<file path="src/rtl/clk_reset_sequencer.sv">
// Sequenced reset generator: releases peripherals after a stable PLL lock, then the core,
// and re-enters reset on lock loss or a filtered board-button request.
module clk_reset_sequencer #(
    parameter int SYNC_STAGES = 2,
    parameter int LOCK_STABLE = 1024,
    parameter int CORE_DELAY  = 16,
    parameter int BTN_FILTER  = 8
) (
    input  logic       clk,
    input  logic       rstn,
    input  logic       pll_lock,
    input  logic       btn_rstn,
    input  logic       clr_status,
    output logic       periph_rstn,
    output logic       core_rstn,
    output logic       ready,
    output logic       lock_lost,
    output logic [7:0] lock_loss_cnt
);
    localparam int CNT_MAX = (LOCK_STABLE > CORE_DELAY) ? LOCK_STABLE : CORE_DELAY;
    localparam int CNT_W   = $clog2(CNT_MAX) + 1;
    localparam int BTN_W   = $clog2(BTN_FILTER + 1);

    localparam logic [CNT_W-1:0] STABLE_LAST = CNT_W'(LOCK_STABLE - 1);
    localparam logic [CNT_W-1:0] CORE_LAST   = CNT_W'(CORE_DELAY - 1);
    localparam logic [BTN_W-1:0] BTN_FULL    = BTN_W'(BTN_FILTER);

    localparam logic [2:0] ST_HOLD   = 3'd0;
    localparam logic [2:0] ST_WAIT   = 3'd1;
    localparam logic [2:0] ST_STABLE = 3'd2;
    localparam logic [2:0] ST_PERIPH = 3'd3;
    localparam logic [2:0] ST_RUN    = 3'd4;

    logic [SYNC_STAGES-1:0] lock_sync_r;
    logic [SYNC_STAGES-1:0] btn_sync_r;
    logic                   lock_s;
    logic                   btn_s;
    logic [BTN_W-1:0]       btn_cnt_r;
    logic                   btn_req_s;
    logic [2:0]             state_r;
    logic [2:0]             state_nx_s;
    logic [CNT_W-1:0]       cnt_r;
    logic [CNT_W-1:0]       cnt_nx_s;
    logic                   loss_evt_s;

    assign lock_s    = lock_sync_r[SYNC_STAGES-1];
    assign btn_s     = btn_sync_r[SYNC_STAGES-1];
    assign btn_req_s = (btn_cnt_r == BTN_FULL);

    // Input synchronisers; the button chain idles released (high).
    always_ff @(posedge clk or negedge rstn) begin
        if (!rstn) begin
            lock_sync_r <= '0;
            btn_sync_r  <= '1;
        end else begin
            lock_sync_r <= {lock_sync_r[SYNC_STAGES-2:0], pll_lock};
            btn_sync_r  <= {btn_sync_r[SYNC_STAGES-2:0], btn_rstn};
        end
    end

    // Button low-time filter, saturating at the acceptance threshold.
    always_ff @(posedge clk or negedge rstn) begin
        if (!rstn) begin
            btn_cnt_r <= '0;
        end else if (btn_s) begin
            btn_cnt_r <= '0;
        end else if (btn_cnt_r != BTN_FULL) begin
            btn_cnt_r <= btn_cnt_r + BTN_W'(1);
        end else begin
            btn_cnt_r <= btn_cnt_r;
        end
    end

    // Next-state and counter decode; lock loss outranks a button request.
    always_comb begin
        state_nx_s = state_r;
        cnt_nx_s   = cnt_r;
        loss_evt_s = 1'b0;
        case (state_r)
            ST_HOLD: begin
                state_nx_s = ST_WAIT;
                cnt_nx_s   = '0;
            end
            ST_WAIT: begin
                cnt_nx_s = '0;
                if (lock_s && !btn_req_s) begin
                    state_nx_s = ST_STABLE;
                end else begin
                    state_nx_s = ST_WAIT;
                end
            end
            ST_STABLE: begin
                if (!lock_s || btn_req_s) begin
                    state_nx_s = ST_WAIT;
                    cnt_nx_s   = '0;
                end else if (cnt_r == STABLE_LAST) begin
                    state_nx_s = ST_PERIPH;
                    cnt_nx_s   = '0;
                end else begin
                    cnt_nx_s = cnt_r + CNT_W'(1);
                end
            end
            ST_PERIPH: begin
                if (!lock_s) begin
                    state_nx_s = ST_HOLD;
                    cnt_nx_s   = '0;
                    loss_evt_s = 1'b1;
                end else if (btn_req_s) begin
                    state_nx_s = ST_HOLD;
                    cnt_nx_s   = '0;
                end else if (cnt_r == CORE_LAST) begin
                    state_nx_s = ST_RUN;
                    cnt_nx_s   = '0;
                end else begin
                    cnt_nx_s = cnt_r + CNT_W'(1);
                end
            end
            ST_RUN: begin
                cnt_nx_s = '0;
                if (!lock_s) begin
                    state_nx_s = ST_HOLD;
                    loss_evt_s = 1'b1;
                end else if (btn_req_s) begin
                    state_nx_s = ST_HOLD;
                end else begin
                    state_nx_s = ST_RUN;
                end
            end
            default: begin
                state_nx_s = ST_HOLD;
                cnt_nx_s   = '0;
            end
        endcase
    end

    // State and sequencing counter.
    always_ff @(posedge clk or negedge rstn) begin
        if (!rstn) begin
            state_r <= ST_HOLD;
            cnt_r   <= '0;
        end else begin
            state_r <= state_nx_s;
            cnt_r   <= cnt_nx_s;
        end
    end

    // Reset outputs decoded from next state, so assertion lands on the edge entering HOLD.
    always_ff @(posedge clk or negedge rstn) begin
        if (!rstn) begin
            periph_rstn <= 1'b0;
            core_rstn   <= 1'b0;
            ready       <= 1'b0;
        end else begin
            periph_rstn <= (state_nx_s == ST_PERIPH) || (state_nx_s == ST_RUN);
            core_rstn   <= (state_nx_s == ST_RUN);
            ready       <= (state_nx_s == ST_RUN);
        end
    end

    // Sticky lock-loss status; an event in the clear cycle survives as a count of one.
    always_ff @(posedge clk or negedge rstn) begin
        if (!rstn) begin
            lock_lost     <= 1'b0;
            lock_loss_cnt <= 8'd0;
        end else if (loss_evt_s) begin
            lock_lost <= 1'b1;
            if (clr_status) begin
                lock_loss_cnt <= 8'd1;
            end else if (lock_loss_cnt == 8'hFF) begin
                lock_loss_cnt <= 8'hFF;
            end else begin
                lock_loss_cnt <= lock_loss_cnt + 8'd1;
            end
        end else if (clr_status) begin
            lock_lost     <= 1'b0;
            lock_loss_cnt <= 8'd0;
        end else begin
            lock_lost     <= lock_lost;
            lock_loss_cnt <= lock_loss_cnt;
        end
    end

endmodule

</file>
<file path="config.mk">
export PLATFORM = sky130hd
export DESIGN_NAME = clk_reset_sequencer
export DESIGN_NICKNAME = d
export VERILOG_FILES = /design/src/rtl/clk_reset_sequencer.sv
export SDC_FILE = /design/constraint.sdc
export NUM_CORES = 1
export LEC_CHECK = 0
export CORE_MARGIN = 2
export CORE_UTILIZATION = 30
export CTS_CLUSTER_DIAMETER = 150
export DETAILED_ROUTE_END_ITERATION = 16
export PLACE_DENSITY_LB_ADDON = 0.15
export SYNTH_ARGS = -nofsm -noshare
export SYNTH_HDL_FRONTEND = slang
export SYNTH_SLANG_ARGS = --single-unit
export TNS_END_PERCENT = 100
</file>
<file path="constraint.sdc">
create_clock -name clk -period 2.2 [get_ports clk]
set_input_delay 0.33 -clock clk [delete_from_list [all_inputs] [get_ports clk]]
set_output_delay 0.33 -clock clk [all_outputs]
set_load 0.02 [all_outputs]
</file>
## Yosys cells after proc, flatten, opt, wreduce, memory -nomap -nowiden

Cells that the tools add are included.

| word-level totals | value |
|---|---|
| flip-flop bits (word level) | 33 |

| operators by class | value |
|---|---|
| equal/unequal tests | 11 |
| add/sub/neg operators | 3 |
| reduce and logical (&&, ||, !) cells | 9 |
| multiplexer cells | 25 |

Operator list:

| cell | count |
|---|---|
| 11-bit 2-to-1 mux | 5 |
| 8-bit 2-to-1 mux | 4 |
| 11-bit case mux with 2 select lines | 1 |
| 3-bit 2-to-1 mux | 7 |
| 3-bit case mux with 5 select lines | 1 |
| 11-bit by 1-bit adder with 11-bit output (second input constant) | 1 |
| 11-bit by 10-bit equality test with 1-bit output (second input constant) | 1 |
| 11-bit by 4-bit equality test with 1-bit output (second input constant) | 1 |
| 3-bit by 2-bit equality test with 1-bit output (second input constant) | 3 |
| 8-bit by 1-bit adder with 8-bit output (second input constant) | 1 |
| 8-bit equality test (second input constant) | 1 |
| 4-bit 2-to-1 mux | 2 |
| 3-bit equality test (second input constant) | 2 |
| 4-bit by 1-bit adder with 4-bit output (second input constant) | 1 |
| 4-bit equality test (second input constant) | 1 |
| 1-bit 2-to-1 mux | 4 |
| 4-bit inequality test (second input constant) | 1 |
| 2-bit nonzero test | 2 |
| 3-bit by 1-bit equality test with 1-bit output (second input constant) | 1 |
| 3-bit logical NOT | 1 |
| 1-bit logical NOT | 2 |
| 1-bit logical OR | 2 |
| 2-bit 2-to-1 mux | 1 |
| 2-bit OR reduction | 1 |
| 1-bit logical AND | 1 |

## Logic depth before layout (Yosys ltp)

Gate-level depths: netlist of run 1.

| logic depth | value |
|---|---|
| depth after elaboration | 7 |
| mapped depth | 7 |

## Worst setup path after synthesis of run 1

No wires, ideal clock.

| path | value |
|---|---|
| kind | register -> register |
| start | register btn_cnt_r[0] |
| end | register cnt_r[10] |
| clock period less this slack | 1.762 ns |
| setup slack | 0.438 ns |
| required time | 2.128 ns |
| stages on the path, launching flop included | 8 |
| buffers on the path | 1 |
| setup time | 0.072 ns |
| data arrival time | 1.691 ns |
| cells stage by stage | dfrtp_1 > inv_1 > ha_1 > nand3b_1 > nand2_1 > or4b_4 > buf_6 > nor2_1 |

| between the ends | value |
|---|---|
| longest elaborated chain between the ends | 4 |
| elaborated cells on any way between the ends | 6 |
| classes of those cells | eq/ne: 1; mux: 4; reduce/logical: 1 |

Ends and longest elaborated chain:

| element | RTL line | text |
|---|---|---|
| from (decl) | 38 | `logic [BTN_W-1:0] btn_cnt_r;` |
| from (signal assigned) | 68 | `btn_cnt_r <= btn_cnt_r + BTN_W'(1);` |
| from (signal assigned) | 70 | `btn_cnt_r <= btn_cnt_r;` |
| 4-bit equality test (*) | 48 | `assign btn_req_s = (btn_cnt_r == BTN_FULL);` |
| 11-bit 2-to-1 mux or 1-bit logical OR (tied branches) | 108, 93 |  |
| 11-bit 2-to-1 mux, on equally long branches | 104, 93 |  |
| 11-bit case mux with 2 select lines (*) | 79 | `case (state_r)` |
| named net cnt_nx_s[10] | 43 | `logic [CNT_W-1:0] cnt_nx_s;` |
| to (signal assigned) | 143 | `cnt_r <= cnt_nx_s;` |
| to (decl) | 42 | `logic [CNT_W-1:0] cnt_r;` |

Mark *: on every way through the listed nets, which the timed path passes. The rest lies on a longest branch.
A chain may end at the register's enable or synchronous reset.

## Final worst setup path of run 1

| path | value |
|---|---|
| start | register btn_cnt_r[0] |
| end | register cnt_r[7] |

The elaborated chain is that of the path after synthesis.

==> results_dict.tcl, run 1 <==
set metrics [dict create \
    status "complete, no violations" \
    seq_area_frac_synth_pct 51.3 \
    p_leak_nw 0.798 \
    setup_ws_ns 0.300 \
    syn_inst 152 \
    drive_above_1_share_pct 11.0 \
    routed_wl_mm 3.01 \
    hold_path_class "flop to flop" \
    dieArea_um2 5980 \
    grtUsageMet3_pct 3.95 \
    vias 1132 \
    synth-xor-area-share_pct 5.43 \
    clock_skew_ns 0.00554 \
    cts.hold.buffers_added 0 \
    endpoint_kind "flop" \
    drt_iter0_drc 60 \
    p_comb_share_pct 10.6 \
    syn-cell-area_um2 1610 \
    num_rows 26 \
    ant_nets 0 \
    via_per_inst 4.66 \
    fp.coreArea_um2 5140 \
    fill_cells 538 \
    rsz0062_at_grt "no" \
    die_y_um 77.4 \
    synth-compound-area-share_pct 11.6 \
    crit_path_end "cnt_r[7]" \
    startpoint "btn_cnt_r[0]" \
    cts_tree "built" \
    clkTransAtPathRegs_ns 0.07 \
    setup_viol 0 \
    r2r_setup_slack_ns 0.30 \
    grt_use_met2_pct 17.4 \
    final_cells 243 \
    sequentialPowerShare_pct 47.6 \
    yosys_warnings 0 \
    power_density_nw_per_um2 723 \
    insertion_delay_ns 0.28 \
    max-slew-margin-rel_pct 63.5 \
    syn_nets 161 \
    grt_pass1_wl_mm 5.43 \
    power.switching_mw 0.342 \
    grt.total_usage_pct 11.6 \
    reg2reg_to "cnt_r[7]" \
    area_growth_pct 20.9 \
    nets 181 \
    cts_resized 0 \
    ys_seq_elements 33 \
    top_usage_layer "met2" \
    vdd_drop_max_uv 276 \
    dieWidth_um 77.4 \
    synth_top_family_by_area "simple AND/OR/NAND/NOR gates" \
    dp.cells 235 \
    rr_startpoint "btn_cnt_r[0]" \
    path_max_fanout 11 \
    worst_ep_arrival_time_ns 2.11 \
    path_class "flop to flop" \
    numPortBuffers 16 \
    clk_path_buf_depth 2 \
    drt-pass1-iter-count 4 \
    cts-root-buf "clkbuf_8" \
    startpoint_type "flop" \
    post-route-period-util_pct 86.4 \
    max_slew.worst_pin.slew_ns 0.542 \
    cp.required_ns 2.41 \
    postCtsSetupBuffers 0 \
    dp_hpwl_mm 2.06 \
    synth_mux_area_share_pct 1.63 \
    synthAdderAreaFrac_pct 3.10 \
    fmax_ghz 0.526 \
    r2r_cells 6 \
    finalCriticalPeriod_ns 1.90 \
    gp_congestion 0.757 \
    cts-buffers-inserted 5 \
    overflow 0 \
    num_io_pins 17 \
    netSwitchingFraction_pct 24.2 \
    diodes 0 \
    synthSimpleGateAreaFrac_pct 22.8 \
    grt.met1_usage_pct 15.2 \
    htree_levels 2 \
    cts_sinks 33 \
    ys_types 40 \
    p_clk_share_pct 41.8 \
    start_util_pct 31.4 \
    antenna_found_initial 0 \
    slew_viol_final 0 \
    post_drt_wl_per_cell_um 12.4 \
    setup-tns-final_ns 0 \
    grt_max_degree 34 \
    drc 0 \
    grt_pass1_vias 1151 \
    hold_viol 0 \
    synth.avg_cell_area_um2 10.6 \
    intPower_mw 1.07 \
    maxCapViolCount 0 \
    dp_slack_ns 0.304 \
]
-- how the worst min path moves through the flow --
stage                               from              to  cells past startpoint  slack, ns
after floorplan                     rstn    btn_cnt_r[0]                      0       0.03
final                     lock_sync_r[0]  lock_sync_r[1]                      0       0.35
after global routing      lock_sync_r[0]  lock_sync_r[1]                      0       0.36
after CTS                 lock_sync_r[0]  lock_sync_r[1]                      0       0.36
after global placement    lock_sync_r[0]  lock_sync_r[1]                      0       0.34
after detailed placement  lock_sync_r[0]  lock_sync_r[1]                      0       0.34
-- sequential cells by signal (all words and copies together), names as in the netlist --
signal and cells:
btn_sync_r 2, lock_sync_r 2, cnt_r 11, lock_loss_cnt 8, state_r 3, periph_rstn 1
lock_lost 1, btn_cnt_r 4, ready 1
-- cell usage in the layout, fill, tap and decap left out, drive strengths merged, types with 3 or more instances in the layout --
| cell type | instances |
|---|---|
| clkdlybuf4s50 | 16 |
| nor2b | 3 |
| nand4 | 3 |
| nor4 | 3 |
| nor3 | 6 |
| xnor2 | 7 |
| nand2 | 7 |
| nand3 | 7 |
| ha | 4 |
| nor2 | 25 |
| a21oi | 11 |
| xor2 | 3 |
| and3 | 3 |
| a311oi | 3 |
| clkbuf | 7 |
| inv | 9 |
| dfrtp | 31 |
-- power groups by stage --
stage | clock, mW | combinational (mW) | sequential (mW)
CTS | 0.608 | 0.153 | 0.671
detailed placement | 0 | 0.152 | 0.683
global placement | 0 | 0.150 | 0.680
floorplan | 0 | 0.0830 | 0.689
global route | 0.642 | 0.169 | 0.677
finish | 0.591 | 0.149 | 0.672
-- cells in the mapped netlist, drive strengths merged --
cell | instances | area share [%]
nand4 | 3 | 1.6
or3 | 1 | 0.39
dfrtp | 31 | 48
a311oi | 3 | 1.6
nor2 | 25 | 5.8
or4 | 1 | 0.70
ha | 4 | 3.1
a2111oi | 2 | 2.2
and4 | 1 | 0.54
o31a | 1 | 0.54
a21oi | 11 | 4.1
or3b | 1 | 0.54
mux2 | 2 | 1.6
or4b | 1 | 0.85
nor4 | 3 | 2.1
nand2 | 7 | 1.6
o21ai | 2 | 0.62
nand3b | 2 | 0.93
a31oi | 1 | 0.39
inv | 9 | 2.1
o211a | 1 | 0.62
nand3 | 7 | 2.5
nor4b | 2 | 1.1
dfstp | 2 | 3.3
xnor2 | 7 | 3.8
xor2 | 3 | 1.6
a211oi | 2 | 0.93
buf | 4 | 2.1
nor3 | 6 | 1.9
nor2b | 3 | 1.2
a21o | 1 | 0.47
and3 | 3 | 1.2
-- cells by family (layout without fill, tap and decap cells) --
group / Yosys count / in the layout
compound gates: 24 / 24
xor+xnor: 10 / 10
fa+ha+maj: 4 / 4
buf+inv: 13 / 34
flops: 33 / 33
mux: 2 / 2
simple gates: 66 / 66
-- layout make-up --
cell class / count / area (um2) / share of cell area (%)
Timing Repair Buffer: 17 / 168 / 8.59
Sequential cell: 33 / 828 / 42.4
Clock buffer: 7 / 86.3 / 4.42
Tap cell: 70 / 87.6 / 4.49
Inverter: 9 / 33.8 / 1.73
Clock inverter: 1 / 30.0 / 1.54
Multi-Input combinational cell: 106 / 718 / 36.8
-- routing by layer --
| metal | up-vias | share of wire, % | wire [um] |
|---|---|---|---|
| li1 | 574 | - | - |
| met1 | 533 | 48 | 1460 |
| met2 | 21 | 46 | 1380 |
| met3 | 4 | 4.5 | 136 |
| met4 | 0 | 1.2 | 36 |
| met5 | - | 0 | 0 |
-- worst max-delay path, stage by stage (launching register included) --
cell and delay, ns:
dfrtp_1 0.41, inv_1 0.06, ha_1 0.20, nand3b_1 0.17
nand2_1 0.19, or4b_4 0.65, nor2_1 0.14
-- metrics by stage --
stage | power (mW) | cell area [um2] | utilization (%) | hold slack (ns)
after floorplan | 0.772 | 1610 | - | 0.0344
after global placement | 0.831 | 1840 | 35.7 | 0.336
after detailed placement | 0.835 | 1840 | 35.7 | 0.340
after CTS | 1.43 | 1950 | 38.0 | 0.357
after global routing | 1.49 | 1950 | 38.0 | 0.360
final | 1.41 | 1950 | 38.0 | 0.352
(Power assumes the default switching activity.)
==> inputs of run 2 (changes only) <==
--- a/config.mk
+++ b/config.mk
@@ -5,8 +5,7 @@
 export SDC_FILE = /design/constraint.sdc
 export NUM_CORES = 1
 export LEC_CHECK = 0
-export CORE_MARGIN = 2
-export CORE_UTILIZATION = 30
+export CORE_UTILIZATION = 50
 export CTS_CLUSTER_DIAMETER = 150
 export DETAILED_ROUTE_END_ITERATION = 16
 export PLACE_DENSITY_LB_ADDON = 0.15
==> constraint.sdc (replaced) <==
create_clock -name clk -period 1.7 [get_ports clk]
set_input_delay 0.255 -clock clk [delete_from_list [all_inputs] [get_ports clk]]
set_output_delay 0.255 -clock clk [all_outputs]
set_load 0.02 [all_outputs]
==> run 2 against run 1 <==
  * Worst setup slack worse by 0.25 ns
  * Critical path depth down 5
  * Largest power group unchanged
  * Utilization up 31 points
  * Sequential power up 26%
==> results_dict.tcl, run 2 (same netlist as run 1, synthesis figures left out) <==
set metrics [dict create \
    area_growth_pct 30.9 \
    via_per_inst 5.27 \
    nets 202 \
    num_io_pins 17 \
    path_class "flop to primary output" \
    dieWidth_um 58.8 \
    fmax_ghz 0.607 \
    rsz0062_at_grt "yes" \
    max_stage_delay_ns 0.63 \
    slowest_stage "clkdlybuf4s50_1" \
    max-slew-margin-rel_pct 74.0 \
    hold_path_class "input pin to asynchronous set/reset pin" \
    cp.required_ns 1.44 \
    slew_viol_final 0 \
    status "complete, no violations" \
    antenna_found_initial 0 \
    worstPathCellList "clkdlybuf4s50_1" \
    grt_pass1_wl_mm 4.96 \
    overflow 0 \
    dp_slack_ns 0.0196 \
    fp.coreArea_um2 3050 \
    finalCriticalPeriod_ns 1.65 \
    grt_pass1_vias 1146 \
    cts_sinks 33 \
    largest_register "cnt_r" \
    insertion_delay_ns 0.34 \
    cts_tree "built" \
    fill_cells 253 \
    start_util_pct 52.9 \
    drt-pass1-iter-count 5 \
    final_cells 238 \
    final_cell_mix "dfrtp_1 (31), nor2_1 (23), buf_4 (21)" \
    critPathBufInv 1 \
    post-route-period-util_pct 96.9 \
    diodes 0 \
    endpoint_kind "primary output" \
    final_common_cell "dfrtp_1" \
    htree_levels 2 \
    startpoint_type "flop" \
    setup_viol 0 \
    dieArea_um2 3460 \
    worst_ep_arrival_time_ns 1.39 \
    die_y_um 58.8 \
    numPortBuffers 16 \
    post_drt_wl_per_cell_um 13.2 \
    grt.total_usage_pct 19.2 \
    vdd_drop_max_uv 496 \
    routed_wl_mm 3.14 \
    r2r_cells 4 \
    drt_iter0_drc 26 \
    cts-root-buf "clkbuf_4" \
    multiInputGateArea_um2 781 \
    hold_viol 0 \
    drive_above_1_share_pct 25.8 \
    dp_hpwl_mm 2.08 \
    worst-path-stages 1 \
    num_rows 20 \
    power_density_nw_per_um2 816 \
    regArea_um2 828 \
    path_max_fanout 5 \
    max_slew.worst_pin.slew_ns 0.380 \
    ant_nets 0 \
    vias 1255 \
    maxCapViolCount 0 \
    setup_ws_ns 0.0531 \
    clock_skew_ns 0.00985 \
    dp.cells 226 \
    cts-buffers-inserted 5 \
    grt_max_degree 34 \
    reg.largest.list "cnt_r x11, lock_loss_cnt x8, btn_cnt_r x4" \
    crit_family "buffers and inverters" \
    finalPower_mw 1.72 \
    gp_congestion 0.805 \
    p_leak_nw 0.970 \
    clk_path_buf_depth 2 \
    largest_reg_flops 11 \
    clkTransAtPathRegs_ns 0.12 \
    drc 0 \
]
[run 2: timing repair]
action	CTS	global route
hold buffers	0	0
setup buffers	0	3
endpoints found under the hold margin	0	0
gates resized for setup	0	16
setup endpoints to repair	0	23
[run 2: worst register-to-register path, delay by kind of cell (launching register included)]
family | cells | cell delay [ns]
DFF | 1 | 0.44
and+or+nand+nor | 4 | 1.09
[run 2: through the flow]
step                      TNS [ns]  cell area (um2)  utilization (%)  hold WS, ns
final                            0             2110             69.2        0.311
after detailed placement         0             1930             63.3        0.339
after global placement           0             1930             63.3        0.333
after global routing       -0.0339             2110             69.2        0.299
after CTS                        0             2020             66.1        0.306
after floorplan                  0             1620                -      -0.0406
[run 2: per-layer routing]
layer  GRT usage, %  wire length, um
met5              0                0
met4           7.14               42
met3           5.49              125
met2           28.7             1490
met1           26.5             1490
[run 2: layout make-up]
class	instances	area share, %
flip-flops and latches	33	39.2
multi-input cells	107	37.0
repair buffers	37	15.6
well taps	44	2.61
clock inverters	3	2.19
clock buffers	5	1.78
inverters	9	1.60
[run 2: path summary, 6_finish.rpt]
check / slack [ns] / from / endpoint
worst max register to register: 0.07 / cnt_r[5] / cnt_r[3]
min in group clk: 0.32 / btn_rstn / btn_sync_r[0]
worst min register to register: 0.36 / lock_sync_r[0] / lock_sync_r[1]
worst max-delay path: 0.05 / lock_loss_cnt[7] / lock_loss_cnt[7]
worst min-delay path: 0.31 / rstn / ready
max in group asynchronous: 1.06 / rstn / btn_sync_r[1]
[run 2: power breakdown]
group,internal [mW],total (mW),switching [mW]
logic,0.125,0.272,0.146
registers,0.824,0.850,0.0264
clock network,0.311,0.602,0.291
==> inputs of run 3 (changes only) <==
--- a/config.mk
+++ b/config.mk
@@ -6,7 +6,7 @@
 export NUM_CORES = 1
 export LEC_CHECK = 0
 export CORE_UTILIZATION = 50
-export CTS_CLUSTER_DIAMETER = 150
+export CTS_CLUSTER_DIAMETER = 30
 export DETAILED_ROUTE_END_ITERATION = 16
 export PLACE_DENSITY_LB_ADDON = 0.15
 export SYNTH_ARGS = -nofsm -noshare
==> results of run 3 <==
The final DEF is identical to that of run 2; final timing and power are the same.
